**src/rtl/b10_down_timer_if.sv**
```systemverilog
// Control and status bundle for the BCD countdown timer: start/abort/tick/preset in,
// count and status out. state carries the FSM encoding for observation.
interface b10_down_timer_if #(
  parameter int DIGITS = 2
);
  // start and abort are single-cycle level requests sampled at each rising clock edge;
  // there is no ready/ack, so a request held high is simply re-applied on every edge.
  logic                  start;
  logic                  abort;
  logic                  ei;
  logic [4*DIGITS-1:0]   d;
  logic [4*DIGITS-1:0]   q;
  logic                  running;
  logic                  done;
  logic                  expired;
  logic                  eu;
  logic [1:0]            state;

  modport master (
    output start, abort, ei, d,
    input  q, running, done, expired, eu, state
  );

  modport slave (
    input  start, abort, ei, d,
    output q, running, done, expired, eu, state
  );
endinterface

```
**src/rtl/b10_down_timer.sv**
```systemverilog
// Multi-digit BCD down counter under an IDLE/RUN/DONE timer FSM; a borrow ripples
// up through the digits and eu chains expiry into a more-significant timer.
module b10_down_timer #(
  parameter int DIGITS = 2,
  parameter bit RELOAD = 1'b0
) (
  input  logic             clock,
  input  logic             reset,
  b10_down_timer_if.slave  bus
);
  localparam int W = 4 * DIGITS;

  typedef enum logic [1:0] {
    IDLE = 2'd0,
    RUN  = 2'd1,
    DONE = 2'd2
  } state_t;

  state_t         state_q, state_d;
  logic [W-1:0]   q_q, q_d;
  logic           running_q, running_d;
  logic           done_q, done_d;
  logic           expired_q, expired_d;
  logic [W-1:0]   preset;
  logic [W-1:0]   q_dec;
  logic           q_zero;
  logic           expire;

  assign q_zero = (q_q == '0);
  assign expire = (state_q == RUN) && bus.ei && q_zero;

  // Preset digits above 9 saturate so every stored digit stays a legal BCD value.
  always_comb begin
    preset = '0;
    for (int i = 0; i < DIGITS; i++) begin
      preset[4*i +: 4] = (bus.d[4*i +: 4] > 4'd9) ? 4'd9 : bus.d[4*i +: 4];
    end
  end

  always_comb begin
    logic borrow;
    q_dec  = q_q;
    borrow = 1'b1;
    for (int i = 0; i < DIGITS; i++) begin
      if (borrow) begin
        q_dec[4*i +: 4] = (q_q[4*i +: 4] == 4'd0) ? 4'd9 : (q_q[4*i +: 4] - 4'd1);
      end
      borrow = borrow && (q_q[4*i +: 4] == 4'd0);
    end
  end

  always_ff @(posedge clock or posedge reset) begin
    if (reset) begin
      state_q   <= IDLE;
      q_q       <= '0;
      running_q <= 1'b0;
      done_q    <= 1'b0;
      expired_q <= 1'b0;
    end else begin
      state_q   <= state_d;
      q_q       <= q_d;
      running_q <= running_d;
      done_q    <= done_d;
      expired_q <= expired_d;
    end
  end

  // start outranks abort, and abort outranks expiry.
  always_comb begin
    state_d = state_q;
    if (bus.start) begin
      state_d = RUN;
    end else if (bus.abort) begin
      state_d = IDLE;
    end else if (expire && !RELOAD) begin
      state_d = DONE;
    end
  end

  always_comb begin
    q_d    = q_q;
    done_d = 1'b0;
    if (bus.start) begin
      q_d = preset;
    end else if (bus.abort) begin
      q_d = q_q;
    end else if (expire) begin
      done_d = 1'b1;
      q_d    = RELOAD ? preset : q_q;
    end else if ((state_q == RUN) && bus.ei) begin
      q_d = q_dec;
    end
    running_d = (state_d == RUN);
    expired_d = (state_d == DONE);
  end

  assign bus.q       = q_q;
  assign bus.running = running_q;
  assign bus.done    = done_q;
  assign bus.expired = expired_q;
  assign bus.eu      = expire;
  assign bus.state   = state_q;
endmodule

```
**src/flat_wrapper.sv**
```systemverilog
// flat-port wrapper written by rule: the top's interface ports become plain ports
module b10_down_timer_flat 
#(
  parameter int DIGITS = 2,
  parameter bit RELOAD = 1'b0
)
  (clock, reset, bus_start, bus_abort, bus_ei, bus_d, bus_q, bus_running, bus_done, bus_expired, bus_eu, bus_state);
  b10_down_timer_if #(.DIGITS(DIGITS)) bus_i ();
  input  logic clock;
  input  logic reset;
  input wire logic [$bits(bus_i.start)-1:0] bus_start;
  input wire logic [$bits(bus_i.abort)-1:0] bus_abort;
  input wire logic [$bits(bus_i.ei)-1:0] bus_ei;
  input wire logic [$bits(bus_i.d)-1:0] bus_d;
  output wire logic [$bits(bus_i.q)-1:0] bus_q;
  output wire logic [$bits(bus_i.running)-1:0] bus_running;
  output wire logic [$bits(bus_i.done)-1:0] bus_done;
  output wire logic [$bits(bus_i.expired)-1:0] bus_expired;
  output wire logic [$bits(bus_i.eu)-1:0] bus_eu;
  output wire logic [$bits(bus_i.state)-1:0] bus_state;
  assign bus_i.start = bus_start;
  assign bus_i.abort = bus_abort;
  assign bus_i.ei = bus_ei;
  assign bus_i.d = bus_d;
  assign bus_q = bus_i.q;
  assign bus_running = bus_i.running;
  assign bus_done = bus_i.done;
  assign bus_expired = bus_i.expired;
  assign bus_eu = bus_i.eu;
  assign bus_state = bus_i.state;
  b10_down_timer #(.DIGITS(DIGITS), .RELOAD(RELOAD)) u_core (.clock(clock), .reset(reset), .bus(bus_i));
endmodule
```
**config.mk**
```make
export PLATFORM = sky130hd
export DESIGN_NAME = b10_down_timer_flat
export DESIGN_NICKNAME = d
export VERILOG_FILES = /design/src/rtl/b10_down_timer_if.sv /design/src/rtl/b10_down_timer.sv /design/src/flat_wrapper.sv
export SDC_FILE = /design/constraint.sdc
export NUM_CORES = 1
export LEC_CHECK = 0
export BUFFER_PORTS_ARGS = -buffer_cell sky130_fd_sc_hd__buf_2
export CAP_MARGIN = 20
export CORE_MARGIN = 2
export CORE_UTILIZATION = 50
export DETAILED_ROUTE_END_ITERATION = 12
export PLACE_DENSITY = 0.8
export SLEW_MARGIN = 5
export SYNTH_ARGS = -nofsm -noshare
export SYNTH_HDL_FRONTEND = slang
export SYNTH_SLANG_ARGS = --single-unit
```
**constraint.sdc**
```tcl
create_clock -name clock -period 4.2 [get_ports clock]
set_clock_uncertainty 0.15 [all_clocks]
set_input_delay 0.84 -clock clock [delete_from_list [all_inputs] [get_ports clock]]
set_output_delay 0.84 -clock clock [all_outputs]
set_load 0.005 [all_outputs]
```
Word-level counts from Yosys, hierarchy flattened --
Cells that the tools add are included.
Word-level totals: output and inout port bits 14, register bits 13, bits of input ports 13, logic and storage cells 39
Operators by class: muxes and demuxes 15, add/sub/neg operators 2, reductions and logical operators 9, order comparisons 2, eq/ne operators 5
Operators with widths (number):
- $mux W8 | 4
- $mux W4 | 5
- $gt A4 B4 Y1 const B | 2
- $logic_not A4 Y1 | 2
- $logic_not A8 Y1 | 1
- $sub A4 B1 Y4 const B | 2
- $mux W2 | 3
- $eq A2 B1 Y1 const B | 2
- $ne A2 B2 Y1 const B | 2
- $reduce_and A4 Y1 | 1
- $reduce_bool A2 Y1 | 2
- $mux W1 | 3
- $reduce_and A3 Y1 | 1
- $eq A2 B2 Y1 const B | 1
- $logic_and A1 B1 Y1 | 2

Longest topological paths before layout --
Gate-level depths: netlist (run 1).
depth after elaboration 7, mapped depth 6, mapped depth without buffers 4

Worst setup path before layout (run 1) --
OpenSTA, ideal clock, no wires.
path type input-to-reg, from in bus_abort, to reg u_core.q_q[5], in the netlist u_core.bus.q[5], buffers on the path 1, library setup time 124 ps, stages on the path 5, arrival 2123 ps, data required time 3926 ps, path slack 1803 ps, cells stage by stage nand4bb_4 or4b_1 buf_2 o21a_1 o31a_1
On the way: cells in the longest elaborated chain, start to end 2
RTL lines:
- start: declaration | RTL line flat_wrapper.sv:12 | input wire logic [$bits(bus_i.abort)-1:0] bus_abort;
- $ne A2 B2 Y1 (no source line)
- $reduce_and A4 Y1 (no source line)
- end signal: assignment | RTL line b10_down_timer.sv:61 | q_q <= q_d;
- end: declaration | RTL line b10_down_timer.sv:20 | logic [W-1:0] q_q, q_d;
No other way between the ends. A chain may end at the register's enable or synchronous reset.

Final worst setup path (run 1) --
from reg u_core.q_q[5], in the netlist u_core.bus.q[5], to out bus_eu
On the way: cells in the longest elaborated chain, start to end 2
RTL lines:
- $logic_not A8 Y1 | RTL line b10_down_timer.sv:29 | assign q_zero = (q_q == '0);
- $logic_and A1 B1 Y1 | RTL line b10_down_timer.sv:30 | assign expire = (state_q == RUN) && bus.ei && q_zero;
- end: declaration | RTL line flat_wrapper.sv:19 | output wire logic [$bits(bus_i.eu)-1:0] bus_eu;
No other way between the ends.

==> key figures, run 1 <==
Outcome
  – Status: finished clean

Power
  – Part of the power in combinational logic: 17.0%
  – Sequential power share: 54.3%
  – Internal: 0.194 mW
  – Sw Share: 29.0%
  – VDD IR max: 0.000191 V
  – Static Leak: 0.405 nW
  – Clock Power Share: 28.7%
  – PwrDens: 317 nW/um^2
  – Total power: 0.273 mW
  – Switching pwr: 0.0791 mW

Global route
  – Global-route wire length before repair: 2660 microns
  – Initial antenna violation count: 0
  – Largest net degree at the start of global routing: 14
  – GRT Overall Usage: 20.1%
  – Vias in the first global route: 589
  – Remaining global-route overflow: 0

Die
  – Top Ports: 27
  – Core area: 1300 sq um
  – Rows: 13
  – Die Height: 41.5 microns
  – DIE AREA: 1720 sq um
  – Die X: 41.5 microns
  – Initial Util: 53.9%

Timing
  – Final worst path period share: 65.6%
  – Final count of hold timing violations: 0
  – Final Setup Violations: 0
  – Final Max Slew Viols: 0
  – Worst Tran Pin Value: 508 ps
  – F_max: 0.363 GHz
  – Worst relative slew slack: 65.9%
  – Sum Neg Setup Slack: 0 ps
  – Final min period: 2760 ps
  – RSZ-0062 raised after global routing: false

Worst setup path
  – Critical path arrival: 1770 ps
  – CP Launch Type: flop
  – Cell family with most CP delay: simple AND/OR/NAND/NOR gates
  – Crit. Startpoint: u_core.bus.q[5]$_DFFE_PP0P_
  – Flop2flop setup slack: 2100 ps
  – Worst EP required: 3210 ps
  – Worst reg2reg path depth: 4
  – Nature of the critical path endpoint: primary output
  – Buf/Inv on CP: 1
  – Setup Crit Path Kind: flop to primary output
  – Worst flop-to-flop path startpoint: u_core.bus.state[1]$_DFF_PP0_
  – RR Endpoint: u_core.bus.q[5]$_DFFE_PP0P_
  – Slowest-stage cell, CP: nor4_2
  – Crit-path max cell delay: 520 ps
  – Count of cell instances traversed by the critical path: 3
  – CP Cell Sequence: nor4_2 > and3_1 > buf_2
  – Worst setup endpoint: bus_eu
  – Crit Path Max Fanout: 7

Run
  – Max cap viols: 0

Synth
  – Seq/Total Area, Yosys: 46.3%
  – Synth top area share: 46.3%
  – Synth Warn #: 0
  – Post-synth EDFFs: 0
  – Ys flop type: dfrtp_1
  – Mean Syn Cell Area: 9.49 sq um
  – Top-count cell post-synth: dfrtp_1
  – Post-Syn Area: 702 sq um
  – Yosys top cell by area: dfrtp_1
  – Syn_nets: 87
  – Yosys reg bits: 13
  – Post-synth top cells: dfrtp_1 (13), a21oi_1 (7), nor2_1 (6)
  – Synth async-reset ratio: 100%
  – Ranking of synthesized cells by area: dfrtp_1 (46%), a21oi_1 (5.0%), nand4bb_4 (3.9%)
  – Synth cell types: 32
  – Gate Count Post-Synth: 74

Placed design
  – I/O Buffers: 26
  – Final GP Congestion: 0.804
  – DP HPWL: 1230 microns

CTS
  – CTS tree: yes
  – Postcts setup bufs: 0
  – Later-pin clock latency in the skew report: 280 ps
  – Cts hold-fix bufs: 0
  – Sink Count: 13
  – Post_cts resized: 0
  – Clock Path Buffers: 2
  – H-tree Lvls: 1
  – Root buffer cell: clkbuf_4
  – Worst-path clk slew: 80 ps
  – CTS buffer count: 3

Drt
  – Vias: 655
  – Residual DRC: 0
  – DR vias/cell: 5.70
  – Initial DRC Count: 16
  – Iteration count of the initial detailed-routing pass: 4
  – WL final: 1610 microns
  – Drt wl/cell: 14.0 microns
  – Routed Antenna Nets: 0

Finish
  – Syn-to-layout area delta: 22.6%
  – Share of cells above drive strength 1: 31.0%
  – Inserted Diodes: 0
  – Final #Nets: 114

Hold path
  – Worst hold-check path type: input port to asynchronous set/reset pin
## worst min path at each step
stage	cells past startpoint	slack (ps)	to
after CTS	2	440	u_core.bus.q[4]$_DFFE_PP0P_
after global routing	2	450	u_core.bus.q[7]$_DFFE_PP0P_
final	2	420	u_core.bus.expired$_DFF_PP0_
after global placement	1	400	u_core.bus.running$_DFF_PP0_
after detailed placement	2	430	u_core.bus.q[7]$_DFFE_PP0P_
after floorplan	1	390	u_core.bus.running$_DFF_PP0_
## stage by stage
step	area (sq um)	instances	utilization (%)	worst slack [ps]	hold WS, ps
5_1_grt	861	115	66.2	1340	453
6_report	861	115	66.2	1440	421
2_1_floorplan	702	74	-	1800	385
3_5_place_dp	835	111	64.1	1560	430
3_3_place_gp	835	111	64.1	1620	398
4_1_cts	861	115	66.2	1440	442
## cells in the final DEF (no fill, tap or decap)
cell type,n
nand4bb_4,1
a21o_1,1
nand3_1,1
o31a_1,1
or3_1,1
nor4_2,1
nand2_1,4
dfrtp_1,13
clkinv_1,1
nor2_1,6
nand2b_1,1
o21ai_0,2
a32oi_1,1
o21a_1,1
a21oi_1,7
clkbuf_1,1
o21ai_1,2
inv_1,5
o31ai_1,2
a31oi_1,2
nor3b_1,1
buf_2,26
or4b_1,1
mux2i_1,2
o41ai_1,2
nor4_1,1
clkbuf_4,3
and3_1,1
nor4b_1,1
o211a_1,1
nor3_1,5
nor4bb_1,1
nor2b_1,1
## routing by layer
metal,share of wire [%],GRT usage [%],vias up
met1,42,26.1,305
li1,-,-,322
met4,0.68,9.68,0
met3,6.0,2.61,2
met5,0,0,-
met2,51,33.1,26
## power by group through the flow
stage	clock network, mW	logic, mW	registers (mW)
2_1_floorplan	0	0.0272	0.147
3_3_place_gp	0	0.0456	0.149
3_5_place_dp	0	0.0469	0.150
4_1_cts	0.0790	0.0470	0.148
5_1_grt	0.0859	0.0518	0.150
6_report	0.0783	0.0464	0.148
## layout make-up
type | instances | area, sq um
clock buffer | 4 | 26.3
fill | 121 | 440
inverter | 6 | 22.5
multi-input combinational | 51 | 338
sequential | 13 | 325
tap | 15 | 18.8
timing repair buffer | 26 | 130
## cell families (layout without fill, tap and decap cells)
family / Yosys count / in the layout / share of synthesized area [%]
AO/OA/AOI/OAI: 22 / 22 / 20.3
AND/OR/NAND/NOR: 27 / 27 / 25.0
flip-flops: 13 / 13 / 46.3
multiplexers: 2 / 2 / 2.85
buffers and inverters: 10 / 36 / 5.52
## sequential cells by signal, indices dropped and copies added, names as in the netlist
name and flops:
u_core.bus.q 8, u_core.bus.state 2, u_core.bus.done 1, u_core.bus.expired 1, u_core.bus.running 1
(Power assumes the default switching activity.)
==> inputs of run 2 (changes only) <==
- ABC_AREA: default -> 1
- CORE_UTILIZATION: 50 -> 44
- PLACE_DENSITY: 0.8 -> 0.73
- clock period: 4.2 -> 2.5 ns (I/O delays scaled with it)
==> run 2 against run 1 <==
  * Count of clock-buffer cells in the layout unchanged
  * First-iteration DRC count up 63%
  * Critical path depth rose by 3
  * Non-clock buffer count unchanged
  * Area after synthesis grew 17%
==> key figures, run 2 <==
Outcome
  – Status: finished clean

CTS
  – CTS buffer count: 3
  – CTS tree: yes
  – Cts hold-fix bufs: 0
  – H-tree Lvls: 1
  – Root buffer cell: clkbuf_4
  – Clock Path Buffers: 2
  – Post_cts resized: 0
  – Worst-path clk slew: 90 ps
  – Postcts setup bufs: 0
  – Sink Count: 13
  – Later-pin clock latency in the skew report: 280 ps

Finish
  – Most common cell after layout, fill and taps aside: nand2_1
  – Share of cells above drive strength 1: 31.2%
  – Most frequent cells in the layout: nand2_1 (31), buf_2 (26), nand3_1 (17)
  – Syn-to-layout area delta: 20.0%
  – Inserted Diodes: 0
  – Final #Nets: 152
  – Max reg flops: 8
  – Fin cells: 163

Synth
  – Yosys top cell by area: dfrtp_1
  – Mean Syn Cell Area: 7.38 sq um
  – Post-Syn Area: 820 sq um
  – Top-count cell post-synth: nand2_1
  – Syn_nets: 124
  – Synth top area share: 39.7%
  – Synth cell types: 19
  – Yosys reg bits: 13
  – Ys flop type: dfrtp_1
  – Post-synth top cells: nand2_1 (31), nand3_1 (17), inv_1 (14)
  – Ranking of synthesized cells by area: dfrtp_1 (40%), nand2_1 (14%), nand3_1 (10%)
  – Synth async-reset ratio: 100%
  – Synth Warn #: 0
  – Post-synth EDFFs: 0
  – Seq/Total Area, Yosys: 39.7%
  – Gate Count Post-Synth: 111

Hold path
  – Worst hold-check path type: input port to asynchronous set/reset pin

Timing
  – Final Max Slew Viols: 0
  – Sum Neg Setup Slack: 0 ps
  – Final Setup Violations: 0
  – Final worst path period share: 82.1%
  – Final count of hold timing violations: 0
  – Worst relative slew slack: 66.5%
  – RSZ-0062 raised after global routing: false
  – F_max: 0.487 GHz
  – Final min period: 2050 ps
  – Worst Tran Pin Value: 502 ps

Drt
  – Initial DRC Count: 26
  – DR vias/cell: 4.89
  – Routed Antenna Nets: 0
  – Vias: 797
  – Drt wl/cell: 10.5 microns
  – WL final: 1720 microns
  – Residual DRC: 0
  – Iteration count of the initial detailed-routing pass: 4

Die
  – Top Ports: 27
  – Die X: 47.2 microns
  – DIE AREA: 2220 sq um
  – Die Height: 47.2 microns
  – Core area: 1750 sq um
  – Initial Util: 47.0%
  – Rows: 15

Placed design
  – DP HPWL: 1320 microns
  – Final GP Congestion: 0.816
  – Placed Cells: 159
  – I/O Buffers: 26

Global route
  – Routing usage on met1: 25.0%
  – Global-route wire length before repair: 2840 microns
  – Initial antenna violation count: 0
  – Vias in the first global route: 667
  – Met3 Use GR: 3.46%
  – Remaining global-route overflow: 0
  – GR peak layer: met2
  – Met2 Use GR: 28.2%
  – Largest net degree at the start of global routing: 15
  – GRT Overall Usage: 18.6%

Worst setup path
  – Setup Crit Path Kind: flop to primary output
  – Worst reg2reg path depth: 7
  – Nature of the critical path endpoint: primary output
  – CP Launch Type: flop
  – Critical path arrival: 1400 ps
  – Crit Path Max Fanout: 5
  – Worst EP required: 1850 ps

Power
  – Static Leak: 0.556 nW
  – PwrDens: 719 nW/um^2
  – VDD IR max: 0.000381 V

Run
  – Max cap viols: 0
[run 2: changes by cell type after synthesis, moves of 3 or more]
| cell | change |
|---|---|
| nand3_1 | +16 |
| nand2_2 | +5 |
| inv_1 | +9 |
| nor2_4 | +3 |
| o21ai_2 | +3 |
| nor2_1 | +4 |
| nor3_1 | -5 |
| a21oi_1 | -6 |
| nand2_1 | +27 |
| clkbuf_1 | -3 |
[run 2: per-stage QoR]
step | util [%] | hold WS, ps | cell area [sq um] | total power, mW | setup slack, ps
after floorplan | - | 227 | 820 | 0.491 | 911
after global placement | 54.8 | 388 | 957 | 0.573 | 767
after detailed placement | 54.8 | 389 | 957 | 0.576 | 743
after CTS | 56.3 | 90.4 | 983 | 0.710 | 438
after global routing | 56.3 | 105 | 983 | 0.774 | 282
final | 56.3 | 71.6 | 983 | 0.707 | 448
[run 2: path summary, 6_finish.rpt]
kind                                        startpoint                          end  slack, ps
max                        u_core.bus.q[6]$_DFFE_PP0P_                       bus_eu        450
min                                              reset  u_core.bus.q[3]$_DFFE_PP0P_         70
max reg2reg                u_core.bus.q[6]$_DFFE_PP0P_  u_core.bus.q[7]$_DFFE_PP0P_        830
min reg2reg                u_core.bus.q[6]$_DFFE_PP0P_  u_core.bus.q[6]$_DFFE_PP0P_        420
max in group asynchronous                        reset  u_core.bus.q[5]$_DFFE_PP0P_       1780
min in group clock                           bus_abort    u_core.bus.done$_DFF_PP0_        370
[run 2: logic make-up (layout without fill, tap and decap cells)]
group	after synthesis	count (layout)	synth area share [%]
compound gates	12	12	11.0
buf+inv	17	44	9.31
flops	13	13	39.7
simple gates	69	69	40.0
[run 2: per-layer routing]
layer,share of wire [%],vias up
met5,0,-
met4,1.9,0
met3,6.0,4
met2,47,39
met1,45,346
li1,-,408
[run 2: final cells by class]
type,instances,area [sq um]
fillers,179,762
multi-input cells,81,418
flip-flops and latches,13,325
repair buffers,26,130
inverters,14,52.6
well taps,25,31.3
clock buffers,4,26.3
[run 2: where the power goes]
| part | internal (mW) | leakage [nW] | switching, mW |
|---|---|---|---|
| clock | 0.0619 | 0.0150 | 0.0727 |
| combinational | 0.110 | 0.377 | 0.152 |
| sequential | 0.250 | 0.164 | 0.0608 |
| total | 0.422 | 0.556 | 0.285 |
[run 2: critical path, stage by stage (launching register included)]
cell and delay [ps]:
dfrtp_1 430, nor2_1 190, nand2_1 100, nor2_1 130, nand2_2 100, inv_1 60
buf_2 100
==> inputs of run 3 (changes only) <==
- clock period: 2.5 -> 1.7 ns (I/O delays scaled with it)
==> run 3 against run 2 <==
  * The run now ends with negative setup slack left
  * Register-to-register slack got worse by 720 ps
  * Via count increased by 19%
  * Non-clock buffer count increased by 22
  * Critical path type unchanged
  * Highest routed layer unchanged
==> key figures, run 3 (same netlist as run 2, synthesis figures left out) <==
Outcome
  – Status: complete, but fails checks
  – Failing checks: negative setup slack

Global route
  – Global-route wire length before repair: 3570 microns
  – GRT Overall Usage: 22.9%
  – Initial antenna violation count: 0
  – Remaining global-route overflow: 0
  – Largest net degree at the start of global routing: 14
  – Vias in the first global route: 885

CTS
  – H-tree Lvls: 1
  – Sink Count: 13
  – CTS tree: yes
  – CTS buffer count: 3
  – Root buffer cell: clkbuf_4
  – Worst-path clk slew: 90 ps
  – Clock Path Buffers: 2
  – Later-pin clock latency in the skew report: 280 ps

Hold path
  – Worst hold-check path type: input port to flop
  – HP Start: bus_abort
  – Hold depth: 3
  – Hold Path End: u_core.bus.state[1]$_DFF_PP0_

Placed design
  – DP HPWL: 1430 microns
  – Post-Place Cell Area: 1000 sq um
  – I/O Buffers: 26
  – Placed Cells: 165
  – Final GP Congestion: 0.836

Timing
  – Final Setup Violations: 1
  – F_max: 0.575 GHz
  – Worst relative slew slack: 65.3%
  – Final worst path period share: 102%
  – Worst Tran Pin Value: 520 ps
  – Final count of hold timing violations: 0
  – Final Max Slew Viols: 0
  – Final min period: 1740 ps
  – RSZ-0062 raised after global routing: true
  – Final WS setup: -37.9 ps

Power
  – Total power: 1.27 mW
  – VDD IR max: 0.000713 V
  – PwrDens: 1080 nW/um^2
  – Static Leak: 0.665 nW

Drt
  – Iteration count of the initial detailed-routing pass: 4
  – WL final: 2190 microns
  – Residual DRC: 0
  – Drt wl/cell: 11.8 microns
  – Vias: 946
  – DR vias/cell: 5.11
  – Routed Antenna Nets: 0
  – Initial DRC Count: 47

Worst setup path
  – Cell family with most CP delay: flip-flops
  – Buf/Inv on CP: 2
  – Setup Crit Path Kind: flop to primary output
  – Critical path arrival: 1250 ps
  – Nature of the critical path endpoint: primary output
  – Crit Path Max Fanout: 2
  – Flop2flop setup slack: 110 ps
  – Slowest-stage cell, CP: dfrtp_1
  – CP most frequent cell: nor2_4
  – Worst EP required: 1210 ps
  – Worst reg2reg path depth: 8
  – RR Endpoint: u_core.bus.q[5]$_DFFE_PP0P_
  – Worst flop-to-flop path startpoint: u_core.bus.q[2]$_DFFE_PP0P_
  – CP Cell Sequence: nor2_4 > nand2_4 > nor2_4 > nand2_2 > inv_1 > buf_2
  – Crit-path max cell delay: 420 ps
  – CP Launch Type: flop
  – Crit. Startpoint: u_core.bus.q[2]$_DFFE_PP0P_

Finish
  – Max reg flops: 8
  – Fin util: 67.6%
  – Inserted Diodes: 0
  – Syn-to-layout area delta: 44.0%
  – Share of cells above drive strength 1: 43.8%
  – Final #Nets: 174
  – Most frequent cells in the layout: nand2_1 (30), buf_2 (26), buf_4 (21)
  – Cell area after layout: 1180 sq um
  – Most common cell after layout, fill and taps aside: nand2_1
  – Fin cells: 185

Die
  – Top Ports: 27
  – Rows: 15
  – Die Height: 47.2 microns
  – DIE AREA: 2220 sq um
  – Die X: 47.2 microns
  – Initial Util: 47.0%
  – Core area: 1750 sq um

Run
  – Max cap viols: 0
run 3: cell count changes in the layout (fill, tap and decap cells not counted):
cell,before,now
o21ai_4,0,1
buf_4,0,21
nor2_2,0,1
o21ai_2,3,2
dfrtp_1,13,10
nor2_4,3,4
dfrtp_2,0,3
nor2_1,10,8
dlygate4sd3_1,0,1
nand2_4,0,1
nand2_1,31,30
run 3: worst register-to-register path, stage by stage (launching register included):
cell and delay, ps:
dfrtp_1 420, nor2_4 150, nand2_4 70, buf_4 150, o21ai_4 160, nand2_2 80
buf_4 160, nand3_1 70, nand2_1 60
run 3: through the flow:
stage | setup TNS (ps) | setup slack, ps | hold slack [ps]
6_report | -37.9 | -37.9 | 213
5_1_grt | -113 | -113 | 217
4_1_cts | 0 | 5.76 | 213
3_5_place_dp | 0 | 126 | 248
3_3_place_gp | 0 | 165 | 243
2_1_floorplan | 0 | 271 | 67.0
run 3: report_power, final:
group          internal, mW  switching, mW  total [mW]  leakage [nW]
clock network        0.0911          0.109       0.200        0.0150
registers             0.371         0.0565       0.428         0.161
logic                 0.308          0.335       0.642         0.489
total                 0.770          0.501        1.27         0.665
run 3: final cells by class:
| type | instances | area [sq um] |
|---|---|---|
| clock buffer | 4 | 26.3 |
| fill | 150 | 566 |
| inverter | 14 | 52.6 |
| multi-input combinational | 81 | 443 |
| sequential | 13 | 329 |
| tap | 25 | 31.3 |
| timing repair buffer | 48 | 298 |
run 3: how the worst max path moves through the flow:
stage	end	slack, ps	depth (start not counted)
floorplan	bus_eu	270	5
global placement	bus_eu	170	6
detailed placement	bus_eu	130	6
CTS	bus_eu	6	6
global route	bus_eu	-110	6
finish	bus_eu	-40	6
run 3: per-layer routing:
metal / global-route usage, % / wire length (microns) / vias up
li1: - / - / 450
met1: 26.4 / 875 / 447
met2: 39.7 / 1140 / 41
met3: 4.23 / 125 / 8
met4: 12.2 / 51 / 0
met5: 0 / 0 / -
run 3: repair_timing:
item / CTS / global route
hold endpoints to repair: 13 / 0
cloned: 0 / 0
endpoints found under the setup margin: 1 / 1
pin swaps: 7 / 5
setup buffers: 14 / 1
hold buffers: 1 / 0
resized for setup: 7 / 2
